## src/rtl/rf_write_queue_if.sv

```systemverilog
// Producer / drain / forwarding signal bundle for rf_write_queue.
// master: producer, write-port arbiter and readers. slave: the queue itself.
interface rf_write_queue_if #(
    parameter int WIDTH  = 32,
    parameter int DEPTH  = 128,
    parameter int QDEPTH = 4
);
    localparam int AW  = $clog2(DEPTH);
    localparam int QAW = $clog2(QDEPTH);

    logic             in_valid;
    logic             in_ready;
    logic [AW-1:0]    in_addr;
    logic [WIDTH-1:0] in_data;
    logic             drain_en;
    logic             rf_we;
    logic [AW-1:0]    rf_waddr;
    logic [WIDTH-1:0] rf_wdata;
    logic [AW-1:0]    raddr0;
    logic             fwd_hit0;
    logic [WIDTH-1:0] fwd_data0;
    logic [AW-1:0]    raddr1;
    logic             fwd_hit1;
    logic [WIDTH-1:0] fwd_data1;
    logic [QAW:0]     count;
    logic             empty;
    logic             full;

    modport master (
        output in_valid, in_addr, in_data, drain_en, raddr0, raddr1,
        input  in_ready, rf_we, rf_waddr, rf_wdata, fwd_hit0, fwd_data0,
               fwd_hit1, fwd_data1, count, empty, full
    );

    modport slave (
        input  in_valid, in_addr, in_data, drain_en, raddr0, raddr1,
        output in_ready, rf_we, rf_waddr, rf_wdata, fwd_hit0, fwd_data0,
               fwd_hit1, fwd_data1, count, empty, full
    );
endinterface

```

## src/rtl/rf_write_queue.sv

```systemverilog
// In-order write queue feeding the register file write port, with read forwarding.
// Optional RF_WQ_X0_FILTER_EN: writes to register 0 are dropped and never forwarded.
module rf_write_queue #(
    parameter int WIDTH  = 32,
    parameter int DEPTH  = 128,
    parameter int QDEPTH = 4
) (
    input logic             clk,
    input logic             rst,
    rf_write_queue_if.slave bus
);
    localparam int AW  = $clog2(DEPTH);
    localparam int QAW = $clog2(QDEPTH);

    logic [AW-1:0]    addr_mem [QDEPTH];
    logic [WIDTH-1:0] data_mem [QDEPTH];
    logic [QAW-1:0]   head;
    logic [QAW-1:0]   tail;
    logic [QAW:0]     occ;

    logic is_full;
    logic is_empty;
    logic push;
    logic alloc;
    logic pop;

    logic [AW-1:0]    raddr    [2];
    logic             fwd_hit  [2];
    logic [WIDTH-1:0] fwd_data [2];

    always_comb begin
        is_full  = (occ == (QAW+1)'(QDEPTH));
        is_empty = (occ == '0);
        push     = bus.in_valid && !is_full;
        pop      = !is_empty && bus.drain_en;
`ifdef RF_WQ_X0_FILTER_EN
        // Register 0 requests still handshake but never occupy a slot.
        alloc    = push && (bus.in_addr != '0);
`else
        alloc    = push;
`endif
    end

    assign bus.in_ready = !is_full;
    assign bus.rf_we    = pop;
    assign bus.rf_waddr = addr_mem[head];
    assign bus.rf_wdata = data_mem[head];
    assign bus.count    = occ;
    assign bus.empty    = is_empty;
    assign bus.full     = is_full;

    // NOTE: sequential state uses non-blocking assignments so every register samples pre-edge values.
    always_ff @(posedge clk or posedge rst) begin
        if (rst) begin
            head <= '0;
            tail <= '0;
            occ  <= '0;
        end else begin
            if (alloc) tail <= tail + 1'b1;
            if (pop)   head <= head + 1'b1;
            if (alloc && !pop)      occ <= occ + 1'b1;
            else if (!alloc && pop) occ <= occ - 1'b1;
        end
    end

    // NOTE: entry storage has no reset; occ alone decides which entries are live.
    always_ff @(posedge clk) begin
        if (alloc) begin
            addr_mem[tail] <= bus.in_addr;
            data_mem[tail] <= bus.in_data;
        end
    end

    assign raddr[0] = bus.raddr0;
    assign raddr[1] = bus.raddr1;

    // Walk oldest to newest so the last match (closest to tail) wins.
    always_comb begin
        for (int p = 0; p < 2; p++) begin
            fwd_hit[p]  = 1'b0;
            fwd_data[p] = '0;
            for (int i = 0; i < QDEPTH; i++) begin
                if (((QAW+1)'(i) < occ) && (addr_mem[head + QAW'(i)] == raddr[p])) begin
                    fwd_hit[p]  = 1'b1;
                    fwd_data[p] = data_mem[head + QAW'(i)];
                end
            end
`ifdef RF_WQ_X0_FILTER_EN
            if (raddr[p] == '0) begin
                fwd_hit[p]  = 1'b0;
                fwd_data[p] = '0;
            end
`endif
        end
    end

    assign bus.fwd_hit0  = fwd_hit[0];
    assign bus.fwd_data0 = fwd_data[0];
    assign bus.fwd_hit1  = fwd_hit[1];
    assign bus.fwd_data1 = fwd_data[1];
endmodule

```

## src/flat_wrapper.sv

```systemverilog
// flat-port wrapper written by rule: the top's interface ports become plain ports
module rf_write_queue_flat 
#(
    parameter int WIDTH  = 32,
    parameter int DEPTH  = 128,
    parameter int QDEPTH = 4
)
  (clk, rst, bus_in_valid, bus_in_addr, bus_in_data, bus_drain_en, bus_raddr0, bus_raddr1, bus_in_ready, bus_rf_we, bus_rf_waddr, bus_rf_wdata, bus_fwd_hit0, bus_fwd_data0, bus_fwd_hit1, bus_fwd_data1, bus_count, bus_empty, bus_full);
  rf_write_queue_if #(.WIDTH(WIDTH), .DEPTH(DEPTH), .QDEPTH(QDEPTH)) bus_i ();
  input logic clk;
  input logic rst;
  input wire logic [$bits(bus_i.in_valid)-1:0] bus_in_valid;
  input wire logic [$bits(bus_i.in_addr)-1:0] bus_in_addr;
  input wire logic [$bits(bus_i.in_data)-1:0] bus_in_data;
  input wire logic [$bits(bus_i.drain_en)-1:0] bus_drain_en;
  input wire logic [$bits(bus_i.raddr0)-1:0] bus_raddr0;
  input wire logic [$bits(bus_i.raddr1)-1:0] bus_raddr1;
  output wire logic [$bits(bus_i.in_ready)-1:0] bus_in_ready;
  output wire logic [$bits(bus_i.rf_we)-1:0] bus_rf_we;
  output wire logic [$bits(bus_i.rf_waddr)-1:0] bus_rf_waddr;
  output wire logic [$bits(bus_i.rf_wdata)-1:0] bus_rf_wdata;
  output wire logic [$bits(bus_i.fwd_hit0)-1:0] bus_fwd_hit0;
  output wire logic [$bits(bus_i.fwd_data0)-1:0] bus_fwd_data0;
  output wire logic [$bits(bus_i.fwd_hit1)-1:0] bus_fwd_hit1;
  output wire logic [$bits(bus_i.fwd_data1)-1:0] bus_fwd_data1;
  output wire logic [$bits(bus_i.count)-1:0] bus_count;
  output wire logic [$bits(bus_i.empty)-1:0] bus_empty;
  output wire logic [$bits(bus_i.full)-1:0] bus_full;
  assign bus_i.in_valid = bus_in_valid;
  assign bus_i.in_addr = bus_in_addr;
  assign bus_i.in_data = bus_in_data;
  assign bus_i.drain_en = bus_drain_en;
  assign bus_i.raddr0 = bus_raddr0;
  assign bus_i.raddr1 = bus_raddr1;
  assign bus_in_ready = bus_i.in_ready;
  assign bus_rf_we = bus_i.rf_we;
  assign bus_rf_waddr = bus_i.rf_waddr;
  assign bus_rf_wdata = bus_i.rf_wdata;
  assign bus_fwd_hit0 = bus_i.fwd_hit0;
  assign bus_fwd_data0 = bus_i.fwd_data0;
  assign bus_fwd_hit1 = bus_i.fwd_hit1;
  assign bus_fwd_data1 = bus_i.fwd_data1;
  assign bus_count = bus_i.count;
  assign bus_empty = bus_i.empty;
  assign bus_full = bus_i.full;
  rf_write_queue #(.WIDTH(WIDTH), .DEPTH(DEPTH), .QDEPTH(QDEPTH)) u_core (.clk(clk), .rst(rst), .bus(bus_i));
endmodule
```

## config.mk

```make
export PLATFORM = sky130hd
export DESIGN_NAME = rf_write_queue_flat
export DESIGN_NICKNAME = d
export VERILOG_FILES = /design/src/rtl/rf_write_queue_if.sv /design/src/rtl/rf_write_queue.sv /design/src/flat_wrapper.sv
export SDC_FILE = /design/constraint.sdc
export NUM_CORES = 1
export LEC_CHECK = 0
export BUFFER_PORTS_ARGS = -buffer_cell sky130_fd_sc_hd__buf_4
export CAP_MARGIN = 20
export CORE_MARGIN = 3
export CORE_UTILIZATION = 45
export DETAILED_ROUTE_END_ITERATION = 7
export GPL_TIMING_DRIVEN = 1
export PLACE_DENSITY = 0.65
export SYNTH_ARGS = -nofsm -noshare
export SYNTH_HDL_FRONTEND = slang
export SYNTH_SLANG_ARGS = --single-unit
```

## constraint.sdc

```tcl
create_clock -name clk -period 5 [get_ports clk]
set_input_delay 1.25 -clock clk [delete_from_list [all_inputs] [get_ports clk]]
set_output_delay 1.25 -clock clk [all_outputs]
set_load 0.1 [all_outputs]
```

==> summary.txt <==
CTS
  • H-tree Lvls: 4
  • Root Driver: clkbuf_16
  • CTS hold repair buffers: 0
  • CTS Sinks: 163
  • Clk_lat worst skew: 430 ps
  • Max Root-Sink Buffers: 2
  • Num CTS Buffers: 17
  • CTS tree: built
  • Clock slew at reported path FFs: 70 ps

Synth
  • Most used DFF post-synth: edfxtp_1
  • Top cells by count, synth: edfxtp_1 (156), a21oi_1 (117), mux2i_1 (113)
  • Part of the Yosys area used for sequential elements: 0.409
  • Top post-synthesis cells by area: edfxtp_1 (39%), mux2i_1 (9.5%), mux4_2 (6.6%)
  • Register bit total from synthesis: 163
  • Number of synthesized flops with an enable pin: 156
  • Area leader, netlist: edfxtp_1
  • Syn_area_per_cell: 10.3 um2
  • Post-Syn Instances: 1,152
  • Yosys warnings: 0
  • Ys async rst share: 0.0429
  • Top cell type's share of synthesized area: 0.394
  • Most instantiated library cell after synthesis: edfxtp_1
  • Post-Syn Area: 11,900 um2
  • Net Count, Synth: 1,218
  • Post-synth cell types: 56

Critical path
  • Slowest stage delay, CP: 590 ps
  • Setup slack, reg-to-reg: 2500 ps
  • Worst-path cell chain: buf_4 > mux4_2 > xnor2_1 > nand4_1 > or4_4 > nor2b_4 > buf_4 > a21oi_1 > o31ai_4 > buf_4
  • Critical Path RT: 3750 ps
  • Top cell family by delay on the critical path: simple AND/OR/NAND/NOR gates
  • Arrival time worst endpoint: 3660 ps
  • CP startpoint kind: register
  • CP Class: register to primary output
  • Critical path startpoint: u_core.head[0]
  • Most frequent CP cell: buf_4
  • R2r endpoint: u_core.data_mem[2][7]
  • CP endpoint kind: primary output
  • Crit path buf inv count: 3
  • Worst R2R Path Depth: 5
  • CP max-delay cell: or4_4
  • R2r startpoint: u_core.bus.count[0]
  • Critical path fanouts, max: 13
  • Crit path capture: bus_fwd_data1[3]
  • Worst path depth: 10

Timing
  • Final Critical Period: 4910 ps
  • Tightest Pin Transition: 828 ps
  • Setup TNS: 0 ps
  • Final setup viols: 0
  • Max Slew Vio Count: 0
  • RSZ-0062 raised after global routing: no
  • Fin crit share: 0.983
  • Clock skew: 16.4 ps
  • Max transition margin: 0.448
  • Hold Vio Cnt, Final: 0
  • Fmax achieved: 204 MHz

Die
  • Row count: 58
  • IO Pins: 169
  • Die height: 169 um
  • Core area: 25,500 um2
  • Die Area: 28,400 um2
  • Initial Util: 0.466
  • Die X-Extent: 169 um

Detailed routing
  • DR top layer: met4
  • Met3 Wirelength: 2.04 mm
  • Via count: 9,609
  • DRT iter0 DRCs: 691
  • WL met1: 15.0 mm
  • Vias per cell: 5.92
  • Remaining DRCs: 0
  • Met2 WL: 15.6 mm
  • Routed len/inst: 20.5 um
  • Final ANT Viol Nets: 0
  • Drt total wl: 33.3 mm
  • First-pass DRT Iterations: 7

Job
  • Max-Cap Viols: 0

Placed design
  • Placer Congestion: 0.899
  • IO Port Bufs: 168
  • Dpl hpwl: 22.8 mm

Finish
  • Fillcell total: 2,162
  • Syn-to-layout area delta: 23.7%
  • Inserted Diodes: 0
  • Layout cells sized above 1: 0.299
  • Final Net Count: 1,346

Global route
  • Initial antenna violation count: 0
  • First-pass GRT wire length: 51.9 mm
  • Vias in the first global route: 9,280
  • Total track usage: 0.230
  • GRT overflow: 0
  • Largest net degree at the start of global routing: 96

Status
  • Status: complete, no violations

Hold path
  • Hold WC Path Type: register to register
-- stage by stage --
stage	setup slack (ps)	utilization	hold slack, ps	instance area, um2	cells
after global placement	301	0.547	614	14000	1581
after CTS	15.0	0.572	641	14600	1621
after detailed placement	289	0.547	626	14000	1581
final	87.3	0.576	642	14700	1623
after floorplan	13.5	-	580	12400	1152
after global routing	0.841	0.576	662	14700	1623
-- cells by family (layout without fill, tap and decap cells) --
| group | after synthesis | in the layout | synth area share |
|---|---|---|---|
| simple gates | 256 | 256 | 0.102 |
| xor+xnor | 68 | 68 | 0.0501 |
| fa+ha+maj | 9 | 9 | 0.00947 |
| buf+inv | 137 | 278 | 0.0531 |
| flops | 163 | 163 | 0.409 |
| compound gates | 335 | 335 | 0.182 |
| mux | 184 | 184 | 0.195 |
-- how the worst min path moves through the flow --
stage                        startpoint             endpoint  slack [ps]  depth (start not counted)
finish                   u_core.tail[0]       u_core.tail[0]         640                          2
global route             u_core.tail[0]       u_core.tail[0]         660                          2
detailed placement  u_core.bus.count[1]  u_core.bus.count[1]         630                          2
global placement         u_core.tail[1]       u_core.tail[1]         610                          2
floorplan                u_core.tail[1]       u_core.tail[1]         580                          2
CTS                      u_core.tail[1]       u_core.tail[1]         640                          2
-- layer usage --
metal  GRT usage  vias up
li1            -     4599
met1       0.322     4614
met2       0.370      349
met3      0.0367       47
met4      0.0722        0
met5           0        -
-- what timing repair did --
item / in CTS / in global routing
gates resized for setup: 0 / 20
buffers inserted: 8 / 2
endpoints found under the setup margin: 27 / 64
pin swaps: 1 / 1
-- area by class of cell --
cell class,instances,area (um2),area share
clock buffers,18,429,0.0292
clock inverters,14,141,0.00961
inverters,34,130,0.00885
multi-input cells,852,6920,0.470
flip-flops and latches,163,4870,0.331
well taps,330,413,0.0281
repair buffers,212,1810,0.123
-- cells in the final DEF (no fill, tap or decap), types with 29 or more instances in the layout --
master	synthesis	layout
a211oi_1	69	68
a21oi_1	117	87
a21oi_2	1	30
buf_4	8	183
edfxtp_1	156	156
inv_1	33	33
mux2i_1	113	112
mux4_2	35	35
nand2_1	100	100
nor2_1	75	75
nor2b_1	46	46
o21ai_0	33	33
xnor2_1	39	38
xor2_1	29	29
-- tightest hold or removal path: cells and delay by family, from the launching register on --
family    cells  cell delay (ps)
xor+xnor      1               80
buf+inv       1              120
flops         1              410
-- flip-flops by register name, summed over array words and instances, names as in the netlist --
| name | count |
|---|---|
| u_core.addr_mem | 28 |
| u_core.tail | 2 |
| u_core.head | 2 |
| u_core.data_mem | 128 |
| u_core.bus.count | 3 |
Power is not shown: default switching activity piles up to over one toggle a cycle in this logic, so the estimate is an artifact.
